File: config.mk
export PLATFORM = sky130hd
export DESIGN_NAME = comp_scheduler
export DESIGN_NICKNAME = d
export VERILOG_FILES = /design/src/rtl/comp_scheduler_pkg.sv /design/src/rtl/comp_scheduler_rr_task_arbiter.sv /design/src/rtl/comp_scheduler.sv
export SDC_FILE = /design/constraint.sdc
export NUM_CORES = 1
export LEC_CHECK = 0
export BUFFER_PORTS_ARGS = -buffer_cell sky130_fd_sc_hd__buf_4
export CAP_MARGIN = 20
export CELL_PAD_IN_SITES_DETAIL_PLACEMENT = 1
export CELL_PAD_IN_SITES_GLOBAL_PLACEMENT = 2
export CORE_UTILIZATION = 32
export CTS_BUF_LIST = sky130_fd_sc_hd__clkbuf_8
export CTS_CLUSTER_DIAMETER = 60
export DETAILED_ROUTE_END_ITERATION = 16
export PLACE_DENSITY = 0.81
export SYNTH_ARGS = -nofsm -noshare
export SYNTH_HDL_FRONTEND = slang
export SYNTH_HIERARCHICAL = 1
export SYNTH_SLANG_ARGS = --single-unit
File: constraint.sdc
create_clock -name clk -period 4.2 [get_ports clk]
set_input_delay 0.42 -clock clk [delete_from_list [all_inputs] [get_ports clk]]
set_output_delay 0.42 -clock clk [all_outputs]
set_load 0.03 [all_outputs]
File: src/rtl/comp_scheduler_pkg.sv
// Shared CRC register-file dimensions, scheduler state encoding and verdict record
// used by the fingerprint comparison scheduler.
package comp_scheduler_pkg;

    localparam int CRC_KEY_WIDTH         = 4;
    localparam int CRC_KEY_SIZE          = 1 << CRC_KEY_WIDTH;
    localparam int CRC_RAM_ADDRESS_WIDTH = 8;
    localparam int FP_WIDTH_DEFAULT      = 32;

    typedef enum logic [2:0] {
        ST_IDLE,
        ST_SETTLE,
        ST_CHECK,
        ST_READ,
        ST_WAIT,
        ST_COMPARE,
        ST_REQ_RESET
    } state_t;

    typedef struct packed {
        logic [CRC_KEY_WIDTH-1:0] task_id;
        logic                     mismatch;
    } verdict_t;

endpackage

File: src/rtl/comp_scheduler_rr_task_arbiter.sv
// Combinational round-robin find-first-set over the per-task ready vector,
// starting one past the most recent grant and wrapping around.
module comp_scheduler_rr_task_arbiter
    import comp_scheduler_pkg::*;
(
    input  logic [CRC_KEY_SIZE-1:0]  req,
    input  logic [CRC_KEY_WIDTH-1:0] rr_last,
    output logic [CRC_KEY_WIDTH-1:0] grant,
    output logic                     grant_valid
);

    logic [CRC_KEY_WIDTH-1:0] idx;

    // Scan from farthest to nearest so the nearest set bit wins; the key-width
    // add wraps naturally because CRC_KEY_SIZE is a power of two.
    always_comb begin
        grant       = '0;
        grant_valid = 1'b0;
        idx         = '0;
        for (int i = CRC_KEY_SIZE; i >= 1; i--) begin
            idx = rr_last + CRC_KEY_WIDTH'(i);
            if (req[idx]) begin
                grant       = idx;
                grant_valid = 1'b1;
            end
        end
    end

endmodule

File: src/rtl/comp_scheduler.sv
// Fingerprint comparison sequencer: grants a ready task, walks paired CRC RAM
// entries at the two tails, and reports a match/mismatch verdict per task.
module comp_scheduler
    import comp_scheduler_pkg::*;
#(
    parameter int FP_WIDTH    = FP_WIDTH_DEFAULT,
    parameter int RAM_LATENCY = 1,
    parameter int MAX_BURST   = 8
) (
    input  logic                             clk,
    input  logic                             reset,
    input  logic                             enable,
    input  logic [CRC_KEY_SIZE-1:0]          fprints_ready,
    input  logic                             head0_matches_head1,
    input  logic                             tail0_matches_head0,
    input  logic                             tail1_matches_head1,
    input  logic [CRC_RAM_ADDRESS_WIDTH-1:0] comp_tail_pointer0,
    input  logic [CRC_RAM_ADDRESS_WIDTH-1:0] comp_tail_pointer1,
    input  logic                             reset_fprint_ack,
    output logic [CRC_KEY_WIDTH-1:0]         comp_task,
    output logic                             comp_increment_tail_pointer,
    output logic                             comp_reset_fprint_ready,
    output logic                             comp_mismatch_detected,
    output logic                             ram_rd_en,
    output logic [CRC_RAM_ADDRESS_WIDTH-1:0] ram_rd_addr0,
    output logic [CRC_RAM_ADDRESS_WIDTH-1:0] ram_rd_addr1,
    input  logic [FP_WIDTH-1:0]              ram_rd_data0,
    input  logic [FP_WIDTH-1:0]              ram_rd_data1,
    output logic                             status_valid,
    output logic [CRC_KEY_WIDTH-1:0]         status_task,
    output logic                             status_mismatch,
    input  logic                             status_ack
);

    localparam int BURST_W = $clog2(MAX_BURST + 1);

    state_t                   state, state_nxt;
    logic [CRC_KEY_WIDTH-1:0] rr_last, grant;
    logic                     grant_valid;
    logic [BURST_W-1:0]       burst;
    logic                     mismatch_q;
    logic [FP_WIDTH-1:0]      fp0_q, fp1_q;
    logic [RAM_LATENCY-1:0]   vld_pipe;
    verdict_t                 verdict_q;
    logic                     take_grant, stream_done, data_eq;

    comp_scheduler_rr_task_arbiter u_arb (
        .req         (fprints_ready),
        .rr_last     (rr_last),
        .grant       (grant),
        .grant_valid (grant_valid)
    );

    assign take_grant   = (state == ST_IDLE) && enable && !status_valid && grant_valid;
    assign stream_done  = tail0_matches_head0 && tail1_matches_head1 && head0_matches_head1;
    assign data_eq      = (fp0_q == fp1_q);
    assign ram_rd_addr0 = comp_tail_pointer0;
    assign ram_rd_addr1 = comp_tail_pointer1;
    assign status_task     = verdict_q.task_id;
    assign status_mismatch = verdict_q.mismatch;

    always_ff @(posedge clk or posedge reset) begin
        if (reset) state <= ST_IDLE;
        else       state <= state_nxt;
    end

    always_comb begin
        state_nxt                   = state;
        comp_increment_tail_pointer = 1'b0;
        comp_reset_fprint_ready     = 1'b0;
        comp_mismatch_detected      = 1'b0;
        ram_rd_en                   = 1'b0;
        case (state)
            ST_IDLE:   if (take_grant) state_nxt = ST_SETTLE;
            ST_SETTLE: state_nxt = ST_CHECK;
            ST_CHECK: begin
                if (stream_done)                                     state_nxt = ST_REQ_RESET;
                else if (tail0_matches_head0 || tail1_matches_head1) state_nxt = ST_IDLE;
                else if (burst == BURST_W'(MAX_BURST))               state_nxt = ST_IDLE;
                else                                                 state_nxt = ST_READ;
            end
            ST_READ: begin
                ram_rd_en = 1'b1;
                state_nxt = ST_WAIT;
            end
            ST_WAIT:   if (vld_pipe[RAM_LATENCY-1]) state_nxt = ST_COMPARE;
            ST_COMPARE: begin
                if (data_eq) begin
                    comp_increment_tail_pointer = 1'b1;
                    state_nxt                   = ST_SETTLE;
                end else begin
                    state_nxt = ST_REQ_RESET;
                end
            end
            ST_REQ_RESET: begin
                comp_reset_fprint_ready = 1'b1;
                comp_mismatch_detected  = mismatch_q;
                if (reset_fprint_ack) state_nxt = ST_IDLE;
            end
            default: state_nxt = ST_IDLE;
        endcase
    end

    // Read data is latched on the cycle the latency pipe says it is valid,
    // so the compare never depends on the RAM holding its output.
    always_ff @(posedge clk or posedge reset) begin
        if (reset) begin
            comp_task    <= '0;
            rr_last      <= CRC_KEY_WIDTH'(CRC_KEY_SIZE - 1);
            burst        <= '0;
            mismatch_q   <= 1'b0;
            fp0_q        <= '0;
            fp1_q        <= '0;
            vld_pipe     <= '0;
            verdict_q    <= '0;
            status_valid <= 1'b0;
        end else begin
            vld_pipe <= (vld_pipe << 1) | RAM_LATENCY'(ram_rd_en);
            if (take_grant) begin
                comp_task <= grant;
                rr_last   <= grant;
                burst     <= '0;
            end
            if (state == ST_CHECK) mismatch_q <= 1'b0;
            if (state == ST_WAIT && vld_pipe[RAM_LATENCY-1]) begin
                fp0_q <= ram_rd_data0;
                fp1_q <= ram_rd_data1;
            end
            if (state == ST_COMPARE) begin
                if (!data_eq)                            mismatch_q <= 1'b1;
                else if (burst != BURST_W'(MAX_BURST))   burst      <= burst + 1'b1;
            end
            if (status_valid && status_ack) status_valid <= 1'b0;
            if (state == ST_REQ_RESET && reset_fprint_ack) begin
                verdict_q    <= '{task_id: comp_task, mismatch: mismatch_q};
                status_valid <= 1'b1;
            end
        end
    end

endmodule
**Yosys cells after proc, flatten, opt, wreduce, memory -nomap -nowiden**

Index checks and enable logic that the tools add are counted.

- $add $sub $neg: 16
- Magnitude comparators: 16
- Eq/ne operators: 12
- Multiplexer cells: 86
- Reductions and logical operators: 13

Operator list:

| cell | number |
|---|---|
| < comparator 4 x 5 -> 1 bit (second input constant) | 16 |
| 2-to-1 mux 4 bit | 20 |
| binary-select mux 1 bit (select 4 bit) | 16 |
| 2-to-1 mux 1 bit | 42 |
| adder 4 bit (second input constant) | 8 |
| equality test 32 bit | 1 |
| case mux 3 bit (7 select lines) | 1 |
| adder 4 x 3 -> 4 bit (second input constant) | 4 |
| 2-to-1 mux 3 bit | 5 |
| equality test 3 bit (second input constant) | 3 |
| adder 4 x 1 -> 4 bit (second input constant) | 2 |
| adder 4 x 2 -> 4 bit (second input constant) | 2 |
| logical AND 1 bit | 8 |
| equality test 3 x 2 -> 1 bit (second input constant) | 2 |
| != test 2 bit (second input constant) | 3 |
| equality test 4 bit (second input constant) | 1 |
| 2-to-1 mux 2 bit | 2 |
| != test 4 bit (second input constant) | 1 |
| equality test 3 x 1 -> 1 bit (second input constant) | 1 |
| logical NOT 3 bit | 1 |
| AND reduction 3 bit | 1 |
| nonzero test 2 bit | 1 |
| logical NOT 1 bit | 1 |
| logical OR 1 bit | 1 |

- Bits in registers: 87
- Bits of input ports: 104
- Output and inout port bits: 30
- Logic and storage cells: 154

**Logic depth before layout (Yosys ltp)**

- Depth in word-level cells: 23
- Gate-level depth with buffers: 20
- Mapped depth without buffers: 14

**Hierarchy**

The synthesis kept the hierarchy.

By module, submodules not included:

| module | instances | cells each | area each (µm²) | seq. area each (µm²) |
|---|---|---|---|---|
| comp_scheduler | 1 | 306 | 3956.3 | 2182.1 |
| comp_scheduler_rr_task_arbiter | 1 | 241 | 1986.9 | 0.0 |

**Least setup slack after synthesis**

Ideal clock, no wire load.

- Path kind: reg-to-reg
- From: register rr_last[1]
- To: register burst[2]
- Setup time: 0.079 ns
- Data arrival time: 4.315 ns
- Required time: 4.121 ns
- Setup slack: -0.195 ns
- Cell stages (with the launch flop): 18
- Path buffers: 4
- Period minus slack after synthesis: 4.395 ns
- Cells stage by stage: dfstp_2 > buf_1 > inv_1 > ha_1 > buf_2 > buf_1 > mux4_1 > mux2i_1 > mux2_2 > nand2_1 > or3_1 > nor4b_1 > nand3_1 > and3_1 > nand2_1 > clkbuf_1 > nand2_1 > mux2i_1

- Cells in the longest elaborated chain, start to end: 23

RTL lines:

| what | line | RTL |
|---|---|---|
| start, declared | comp_scheduler.sv:38 | `logic [CRC_KEY_WIDTH-1:0] rr_last, grant;` |
| start signal, assigned | comp_scheduler.sv:109 | `rr_last <= CRC_KEY_WIDTH'(CRC_KEY_SIZE - 1);` |
| start signal, assigned | comp_scheduler.sv:121 | `rr_last <= grant;` |
| adder 4 bit / binary-select mux 1 bit (select 4 bit) (equally long branches) | comp_scheduler_rr_task_arbiter.sv:21, comp_scheduler_rr_task_arbiter.sv:22 |  |
| binary-select mux 1 bit (select 4 bit) / 2-to-1 mux 1 bit (equally long branches) | comp_scheduler_rr_task_arbiter.sv:22 | `if (req[idx]) begin` |
| 2-to-1 mux 1 bit (implied by the code) | comp_scheduler_rr_task_arbiter.sv:22 |  |
| 2-to-1 mux 1 bit (14 in a row) | comp_scheduler_rr_task_arbiter.sv:22 |  |
| 2-to-1 mux 1 bit (*) | comp_scheduler_rr_task_arbiter.sv:22 |  |
| named net grant_valid | comp_scheduler.sv:39 | `logic grant_valid;` |
| logical AND 1 bit (*) | comp_scheduler.sv:54 | `assign take_grant = (state == ST_IDLE) && enable && !status_valid && grant_valid;` |
| 2-to-1 mux 4 bit (*) | comp_scheduler.sv:119 | `if (take_grant) begin` |
| 2-to-1 mux 4 bit | comp_scheduler.sv:131 | `else if (burst != BURST_W'(MAX_BURST)) burst <= burst + 1'b1;` |
| 2-to-1 mux 4 bit | comp_scheduler.sv:130 | `if (!data_eq) mismatch_q <= 1'b1;` |
| 2-to-1 mux 4 bit (*) | comp_scheduler.sv:129 | `if (state == ST_COMPARE) begin` |
| end signal, assigned | comp_scheduler.sv:131 |  |
| end, declared | comp_scheduler.sv:40 | `logic [BURST_W-1:0] burst;` |

The timed path passes the listed nets; every way through them passes the cells marked *. The select of a mux whose other input is x is not followed.
A chain may end at the register's enable or synchronous reset.

**Final worst setup path**

- From: register rr_last[0]
- To: register burst[0]

Same word-level chain as after synthesis.

==> metrics <==
Worst Max-Slew Pin Slew=857.7 ps; synth top area cells=dfrtp_1, mux2_2, mux4_2; largest delay contributor family on the critical path=simple AND/OR/NAND/NOR gates; Worst-Skew Late Latency=360 ps; # diodes=0; synthesized cell area=5943 um2; biggest cell delay along the critical path=620 ps; global route overflow=0; Avg Cell Area, Syn=10.87 um2; die width=138.3 um; Worst Setup End Kind=flip-flop; critical path type=reg2reg; dpl cells=857; first-pass iteration count of the detailed router=12; gp weighted congestion=0.9599; CTS resizes=0; Final period util=0.9449; syn nets=660; Post-DP HPWL=13620 um; area leader, netlist=dfrtp_1; violated checks=DRC; Initial Util=0.3286; CTS H-tree depth=3; P&R area growth vs syn=19.28%; Ys Warns=6; Leakage=3.202 nW; # setup viols final=0; Post-synth EDFFs=0; post-synthesis async set-or-reset flop share=1.000; setup ws final=231.5 ps; gr usage total=0.1858; Post-CTS Repair Setup Buffers=0; post-synthesis sequential area ratio=0.3672; power per cell area=874.3 nW/um2; status=finished, violations left; CTS tree=done; wire length per cell=19.65 um; Hold Path Class=in2async; number of DRC markers in iteration 0=312; Fmax achieved=252.0 MHz; vias in the first global route=5286; skew final=10.55 ps; hold violation total from the final report=0; CP max stage cell=mux4_2; Net count, final=752; final std cells w/o fill=873; Core ar.=18090 um2; Post-Syn Instances=547; fin util=0.3920; max cap viols=0; RSZ-0062 raised after global routing=false; Worst setup SP type=flip-flop; post-synth top area share=0.3495; die height=138.3 um; Rel. slew slack=0.4282; worst-path cell chain=buf_6, mux4_2, mux2_2, mux2i_1, nand2_1, or3_1, nor4b_1, nand3_1, and3_1, nand2_1, nand2_1, mux2i_1; DR vias=4785; Final Max Tran Viols=0; Bufs and invs on worst path=1; Final ANT Viol Nets=0; largest net degree at the start of global routing=51; post-synth cell types=66; # IOs=134; via/cell ratio=5.481; CTS Sinks=87; post-route setup TNS=0 ps; Clock Pin Slew Worst Setup and Hold Paths=90 ps; residual DRC count=13; global-route wire length before repair=27960 um; number of buffers created by CTS=9; initial antenna violation count=0; layout cells sized above 1=0.3866; Total Wirelength=17150 um; DIE AREA=19120 um2; cts hold-fix bufs=0; Cell Rows=49; data arrival time of the critical path=4240 ps; IO buf count=101; Critical Path RT=4470 ps; pre-CTS WS=167.5 ps; Root Buffer=clkbuf_8; Max clock buf depth=2; Max FO, Critical Path=28; Seq cells post-synth=87; VDD IR max=0.2795 mV; most frequent CP cell=nand2_1; post-layout minimum cycle time=3969 ps; Top FF cell, synth=dfrtp_1
==> report_power, final <==
group / total [mW] / internal [mW] / switching [mW]
Combinational: 4.17 / 1.83 / 2.34
Clock: 0.592 / 0.281 / 0.311
Sequential: 1.44 / 1.16 / 0.279
Total: 6.20 / 3.27 / 2.93
==> routing by layer <==
metal,wire length [um],vias to the layer above,track usage
li1,-,2157,-
met1,6550,2402,0.2065
met2,8782,194,0.3311
met3,1342,32,0.05404
met4,476,0,0.07924
met5,0,-,0
==> final cells by class <==
cell class / count / area, um2
Tap cell: 229 / 286.5
Multi-Input combinational cell: 408 / 3462
Clock inverter: 7 / 80.08
Fill cell: 1995 / 11000
Sequential cell: 87 / 2182
Clock buffer: 9 / 123.9
Timing Repair Buffer: 120 / 904.6
Inverter: 13 / 50.05
==> cell usage after synthesis, types with 9 or more instances <==
cell and n:
dfrtp_1 83, mux2_2 77, nand2_1 74, xnor2_1 38, mux2i_1 29, buf_4 22, mux4_2 20, nor2_1 20
o21ai_0 15, a21oi_1 14, inv_1 11, nand4_1 11, nor2b_1 10, ha_1 9
==> flip-flops by register name, indices dropped and copies added (netlist names) <==
name	count
mismatch_q	1
state	3
status_valid	1
burst	4
status_mismatch	1
status_task	4
comp_task	4
fp1_q	32
fp0_q	32
vld_pipe	1
rr_last	4
==> path summary, 6_finish.rpt <==
check / from / to / slack [ps] / cells past startpoint
min: reset / fp1_q[17] / 200 / 2
min in group clk: status_ack / status_valid / 230 / 2
max reg2reg: rr_last[0] / burst[0] / 230 / 12
min reg2reg: status_mismatch / status_mismatch / 520 / 1
max: rr_last[0] / burst[0] / 230 / 12
max in group asynchronous: reset / fp1_q[26] / 3020 / 3
==> stage by stage <==
stage,area (um2),power (mW),hold WS (ps)
after floorplan,5947,4.343,455.8
after global placement,6872,5.404,494.8
after detailed placement,6872,5.583,497.1
after CTS,7076,6.207,205.3
after global routing,7089,6.647,221.5
final,7089,6.198,196.5
==> placed cells by master, fill, tap and decap left out, drive strengths merged, types with 3 or more instances in the layout <==
cell / instances
mux2i: 29
a21oi: 14
o211ai: 5
mux4: 23
nor2: 20
nand2b: 4
a31oi: 4
nand3: 9
nor2b: 10
nand4: 11
inv: 12
xor2: 4
o21ai: 18
nand2: 74
a221oi: 5
nor3: 7
clkinv: 5
xnor2: 39
clkbuf: 9
dfrtp: 83
and3: 5
o21bai: 4
dfstp: 4
nor4: 3
ha: 9
mux2: 77
o22ai: 3
buf: 120
==> cells by family after synthesis <==
family                     after synthesis  share of synthesized area
and+or+nand+nor                        153                     0.1259
muxes                                  129                     0.2838
DFF                                     87                     0.3672
AOI/OAI and AO/OA                       74                    0.08611
buffers and inverters                   52                    0.05221
xor gates and xnor gates                43                    0.06590
adders and majority gates                9                    0.01895
No activity file was read; power rests on OpenSTA's default activity.
